$ cat src/rtl/hilo_muldiv_unit.sv
// HI/LO owner: iterative signed/unsigned multiply, multiply-accumulate and restoring divide, plus MTHI/MTLO.
// Latency: MTHI/MTLO and divide-by-zero finish at the Start edge; others take 33 edges (multiplies 1 edge with FAST_MULT_EN).
// No backpressure: Start is accepted only while Busy=0; a Start during Busy is dropped.
// Optional feature macro: FAST_MULT_EN (single-cycle native multiply for MULT/MULTU/MADD/MSUB).
module hilo_muldiv_unit #(
    parameter int WIDTH = 32,
    parameter int CNT_W = 6
) (
    input  logic             Clk,
    input  logic             Reset,
    input  logic             Start,
    input  logic [2:0]       Op,
    input  logic [WIDTH-1:0] A,
    input  logic [WIDTH-1:0] B,
    output logic             Busy,
    output logic             Done,
    output logic             DivByZero,
    output logic [WIDTH-1:0] HI,
    output logic [WIDTH-1:0] LO
);
    localparam int DW = 2 * WIDTH;

    localparam logic [2:0] OP_MULT  = 3'b000;
    localparam logic [2:0] OP_MULTU = 3'b001;
    localparam logic [2:0] OP_DIV   = 3'b010;
    localparam logic [2:0] OP_DIVU  = 3'b011;
    localparam logic [2:0] OP_MTHI  = 3'b100;
    localparam logic [2:0] OP_MTLO  = 3'b101;
    localparam logic [2:0] OP_MADD  = 3'b110;
    localparam logic [2:0] OP_MSUB  = 3'b111;

    typedef enum logic [1:0] {ST_IDLE, ST_CALC, ST_FIXUP} state_t;

    state_t           state_q, state_d;
    logic [CNT_W-1:0] cnt_q, cnt_d;
    logic [2:0]       op_q, op_d;
    logic [WIDTH-1:0] dvs_q, dvs_d;      // multiplicand or divisor magnitude
    logic [DW-1:0]    prod_q, prod_d;    // product, or {remainder, quotient} while dividing
    logic             neg_q, neg_d;      // negate product / quotient
    logic             neg_r_q, neg_r_d;  // negate remainder
    logic [WIDTH-1:0] hi_q, hi_d, lo_q, lo_d;
    logic             done_q, done_d, dbz_q, dbz_d;

    // Operand preparation at the Start edge: signed ops work on magnitudes.
    logic             op_signed, op_is_div, a_neg, b_neg;
    logic [WIDTH-1:0] a_mag, b_mag;
    assign op_signed = (Op == OP_MULT) || (Op == OP_DIV) || (Op == OP_MADD) || (Op == OP_MSUB);
    assign op_is_div = (Op == OP_DIV) || (Op == OP_DIVU);
    assign a_neg     = op_signed && A[WIDTH-1];
    assign b_neg     = op_signed && B[WIDTH-1];
    assign a_mag     = a_neg ? -A : A;
    assign b_mag     = b_neg ? -B : B;

    // One iteration step for each algorithm.
    logic [WIDTH:0] mul_sum, div_shift, div_diff;
    assign mul_sum   = {1'b0, prod_q[DW-1:WIDTH]} + (prod_q[0] ? {1'b0, dvs_q} : {(WIDTH+1){1'b0}});
    assign div_shift = {prod_q[DW-1:WIDTH], prod_q[WIDTH-1]};
    assign div_diff  = div_shift - {1'b0, dvs_q};

    // Sign-corrected results used in FIXUP.
    logic [DW-1:0]    hilo, prod_s;
    logic [WIDTH-1:0] quot_f, rem_f;
    assign hilo   = {hi_q, lo_q};
    assign prod_s = neg_q ? -prod_q : prod_q;
    assign quot_f = neg_q ? -prod_q[WIDTH-1:0] : prod_q[WIDTH-1:0];
    assign rem_f  = neg_r_q ? -prod_q[DW-1:WIDTH] : prod_q[DW-1:WIDTH];

    // Next-state and datapath update for the IDLE/CALC/FIXUP sequencer.
    always_comb begin
        state_d = state_q;
        cnt_d   = cnt_q;
        op_d    = op_q;
        dvs_d   = dvs_q;
        prod_d  = prod_q;
        neg_d   = neg_q;
        neg_r_d = neg_r_q;
        hi_d    = hi_q;
        lo_d    = lo_q;
        done_d  = 1'b0;
        dbz_d   = 1'b0;
        case (state_q)
            ST_IDLE: begin
                if (Start) begin
                    if (Op == OP_MTHI) begin
                        hi_d   = A;
                        done_d = 1'b1;
                    end else if (Op == OP_MTLO) begin
                        lo_d   = A;
                        done_d = 1'b1;
                    end else if (op_is_div && (B == '0)) begin
                        done_d = 1'b1;
                        dbz_d  = 1'b1;
                    end else begin
                        op_d    = Op;
                        dvs_d   = b_mag;
                        prod_d  = {{WIDTH{1'b0}}, a_mag};
                        neg_d   = a_neg ^ b_neg;
                        neg_r_d = a_neg;
                        cnt_d   = '0;
                        state_d = ST_CALC;
`ifdef FAST_MULT_EN
                        if (!op_is_div) begin
                            prod_d  = DW'(a_mag) * DW'(b_mag);
                            state_d = ST_FIXUP;
                        end
`endif
                    end
                end
            end
            ST_CALC: begin
                if ((op_q == OP_DIV) || (op_q == OP_DIVU)) begin
                    if (!div_diff[WIDTH]) begin
                        prod_d = {div_diff[WIDTH-1:0], prod_q[WIDTH-2:0], 1'b1};
                    end else begin
                        prod_d = {div_shift[WIDTH-1:0], prod_q[WIDTH-2:0], 1'b0};
                    end
                end else begin
                    prod_d = {mul_sum, prod_q[WIDTH-1:1]};
                end
                cnt_d = cnt_q + CNT_W'(1);
                if (cnt_q == CNT_W'(WIDTH - 1)) begin
                    state_d = ST_FIXUP;
                end
            end
            ST_FIXUP: begin
                case (op_q)
                    OP_MADD:         {hi_d, lo_d} = hilo + prod_s;
                    OP_MSUB:         {hi_d, lo_d} = hilo - prod_s;
                    OP_DIV, OP_DIVU: begin
                        lo_d = quot_f;
                        hi_d = rem_f;
                    end
                    default:         {hi_d, lo_d} = prod_s;
                endcase
                done_d  = 1'b1;
                state_d = ST_IDLE;
            end
            default: state_d = ST_IDLE;
        endcase
    end

    // State registers; synchronous reset aborts any operation in flight.
    always_ff @(posedge Clk) begin
        if (Reset) begin
            state_q <= ST_IDLE;
            cnt_q   <= '0;
            op_q    <= '0;
            dvs_q   <= '0;
            prod_q  <= '0;
            neg_q   <= 1'b0;
            neg_r_q <= 1'b0;
            hi_q    <= '0;
            lo_q    <= '0;
            done_q  <= 1'b0;
            dbz_q   <= 1'b0;
        end else begin
            state_q <= state_d;
            cnt_q   <= cnt_d;
            op_q    <= op_d;
            dvs_q   <= dvs_d;
            prod_q  <= prod_d;
            neg_q   <= neg_d;
            neg_r_q <= neg_r_d;
            hi_q    <= hi_d;
            lo_q    <= lo_d;
            done_q  <= done_d;
            dbz_q   <= dbz_d;
        end
    end

    assign Busy      = (state_q != ST_IDLE);
    assign Done      = done_q;
    assign DivByZero = dbz_q;
    assign HI        = hi_q;
    assign LO        = lo_q;
endmodule

$ cat config.mk
export PLATFORM = sky130hd
export DESIGN_NAME = hilo_muldiv_unit
export DESIGN_NICKNAME = d
export VERILOG_FILES = /design/src/rtl/hilo_muldiv_unit.sv
export SDC_FILE = /design/constraint.sdc
export NUM_CORES = 1
export LEC_CHECK = 0
export CAP_MARGIN = 10
export CORE_ASPECT_RATIO = 0.8
export CORE_UTILIZATION = 41
export CTS_BUF_LIST = sky130_fd_sc_hd__clkbuf_4 sky130_fd_sc_hd__clkbuf_8
export DETAILED_ROUTE_END_ITERATION = 10
export PLACE_DENSITY = 0.57
export SETUP_SLACK_MARGIN = 0.02
export SLEW_MARGIN = 0
export SYNTH_ARGS = -nofsm -noshare
export SYNTH_HDL_FRONTEND = slang
export SYNTH_SLANG_ARGS = --single-unit
$ cat constraint.sdc
create_clock -name Clk -period 11.4 [get_ports Clk]
set_clock_uncertainty 0.15 [all_clocks]
set_input_delay 2.28 -clock Clk [delete_from_list [all_inputs] [get_ports Clk]]
set_output_delay 2.28 -clock Clk [all_outputs]
set_load 0.005 [all_outputs]
==> impl_metrics.ini <==
[sta]
fmax_mhz = 129.6
max_slew_margin_pct = 11.97
period_needed_ns = 7.718
min_period_over_period_pct = 67.70
max_slew.worst_pin.slew_ns = 1.304
rsz0062_at_grt = false
hold_violations = 0
setup_tns_ns = 0
drv_slew = 0
finalSetupViolCount = 0

[cts]
ctsResizeCount = 0
clk_latency_ns = 0.60
htreeDepth = 4
cts_buffer_depth = 2
cts_buffers = 17
cts_sinks = 175
postCtsHoldBufs = 0
postCtsSetupBuffers = 0
cts-root-buf = clkbuf_8
path_clk_slew_ns = 0.12
tritoncts = done

[routing]
ant_nets = 0
drt-total-wl_um = 107100
via_per_inst = 6.481
wl_per_cell_um = 25.89
drcViolationCount = 0
dr.pass1.iters = 6
drt_iter0_drc = 3199
routed-via-count = 26810

[yosys]
ys_top_cells_by_area = dfxtp_1 15%, ha_1 11%, a21oi_1 7.3%
synth_top_area_cell = dfxtp_1
avgSynthCellArea_um2 = 6.948
seq_area_frac_synth_pct = 14.83
synth.net_count = 3683
netlist_instances = 3400
ys_top_cells_by_count = 345 x a21oi_1, 326 x nor2_1, 322 x nand2_1
async_flop_share_pct = 0
synth_most_common_cell = a21oi_1
syn_area_mm2 = 0.02362
synth_edf_count = 0
yosysUniqueCellTypes = 101
ys_ff_latch = 175
yosys_warnings = 0
synth_top_area_share_pct = 14.83
ys.flop_type = dfxtp_1

[pwr]
p_leak_nw = 10.25
vdd_drop_max_mv = 0.09710
cellPowerDensity_mw_per_mm2 = 86.28

[floorplan]
floorplan.initialDensity_pct = 41.59
die_area_mm2 = 0.05859
die_h_um = 216.7
coreArea_mm2 = 0.05680
die_w_um = 270.4
io_pins = 137
rows = 78

[grt]
grt_max_degree = 63
grt_pass1_vias = 24190
grt_usage_pct = 35.40
grt_antenna_before_repair = 2
grt_overflow = 0
grt_pass1_wl_um = 158100

[setup_path]
cp.arrival_ns = 8.08
end_kind = flop
crit_path_max_fanout = 32
required_ns = 11.76
crit_type = flop to flop
crit_path_start_kind = flop

[place]
placed_cells = 4103
port_buffers = 136
dpl-instance-area_mm2 = 0.02532
routabilityCongestion = 1.039
dpl.hpwl_um = 84270

[finish]
drive_above_1_share_pct = 4.711
postLayoutCellArea_mm2 = 0.02575
fin_nets = 3645
layoutNonFillerInstCount = 4136
area_delta_synth_final_pct = 9.004

[run_status]
outcome = completed

[hold_path]
hold_class = flop to flop

[flow_run]
maxCapViolCount = 0
## worst paths after layout
check	from	end	slack [ns]	cells past startpoint
worst max-delay path	prod_q[0]	HI[31]	3.68	21
worst min-delay path	dvs_q[31]	dvs_q[31]	0.32	2
worst max register to register	prod_q[0]	HI[31]	3.68	21
worst min register to register	dvs_q[31]	dvs_q[31]	0.32	2
## worst max-delay path, stage by stage, from the launching register on
cell	delay (ns)
dfxtp_1	0.45
inv_1	0.78
ha_1	0.32
or3b_4	0.42
or4_4	0.48
nor4_4	0.33
nand4_2	0.46
o21ai_1	0.32
xor2_1	0.28
inv_1	0.12
ha_1	0.50
nor2b_1	0.23
o21ai_0	0.09
a21oi_1	0.31
o31ai_1	0.15
a31oi_1	0.27
inv_1	0.06
o22ai_1	0.36
a31oi_1	0.31
o311ai_0	0.91
nand3_1	0.18
o211ai_2	0.11
## layout make-up
class	instances	area, um2
fillers	5929	31050
multi-input cells	2801	18500
flip-flops and latches	175	3506
repair buffers	171	1622
well taps	760	950.9
inverters	196	735.7
clock buffers	19	261.5
clock inverters	13	170.2
diodes	1	2.502
## power breakdown
part           total (mW)  switching (mW)  internal, mW  leakage [nW]
Combinational        1.01           0.674         0.339          8.60
Sequential          0.684          0.0445         0.640          1.43
Clock               0.524           0.292         0.233         0.221
## layout by cell type (no fill, tap or decap), types with 13 or more instances in the layout
| master | count |
|---|---|
| o21ai_0 | 205 |
| buf_4 | 36 |
| or4_1 | 21 |
| a21oi_1 | 345 |
| nor4_1 | 50 |
| o41ai_1 | 15 |
| dfxtp_1 | 173 |
| xor2_1 | 94 |
| nand2b_1 | 26 |
| a21o_1 | 75 |
| or3_1 | 32 |
| and3_1 | 19 |
| a221oi_1 | 31 |
| xnor2_1 | 172 |
| nor2_1 | 320 |
| o21bai_1 | 50 |
| inv_1 | 190 |
| nand4_1 | 33 |
| o211ai_1 | 55 |
| o31ai_1 | 58 |
| or2_2 | 20 |
| and2_1 | 13 |
| nand3_1 | 74 |
| a31oi_1 | 36 |
| a22oi_1 | 33 |
| nand2_1 | 321 |
| ha_1 | 209 |
| mux2i_1 | 19 |
| o22ai_1 | 26 |
| a211oi_1 | 77 |
| clkbuf_8 | 19 |
| o221ai_1 | 21 |
| o21a_1 | 22 |
| nor3_1 | 88 |
| nor2b_1 | 23 |
| clkdlybuf4s50_1 | 135 |
## routing by layer
metal	GRT usage (%)	routed length [um]	vias up
li1	-	-	12300
met1	53.08	50270	12880
met2	48.97	42260	1497
met3	9.507	12170	129
met4	8.362	2387	0
met5	0	0	-
## cell families after synthesis
kind of cell | share of synthesized area [%]
muxes | 1.043
AOI/OAI and AO/OA | 33.06
DFF | 14.83
adders and majority gates | 11.41
buffers and inverters | 7.118
xor gates and xnor gates | 10.11
and+or+nand+nor | 22.44
## sequential cells by signal (all words and copies together) (netlist names)
| register | cells |
|---|---|
| dvs_q | 32 |
| prod_q | 64 |
| DivByZero | 1 |
| cnt_q | 6 |
| state_q | 2 |
| neg_q | 1 |
| LO | 32 |
| HI | 32 |
| Done | 1 |
| op_q | 3 |
| neg_r_q | 1 |
## metrics by stage
| stage | util, % | power (mW) | setup slack [ns] | hold WS, ns |
|---|---|---|---|---|
| 2_1_floorplan | - | 1.338 | 5.714 | 0.2819 |
| 3_3_place_gp | 44.57 | 1.661 | 4.121 | 0.2944 |
| 3_5_place_dp | 44.57 | 1.667 | 3.990 | 0.3101 |
| 4_1_cts | 45.33 | 2.191 | 3.926 | 0.3226 |
| 5_1_grt | 45.34 | 2.322 | 3.242 | 0.3512 |
| 6_report | 45.34 | 2.222 | 3.682 | 0.3161 |
(Power assumes the default switching activity.)
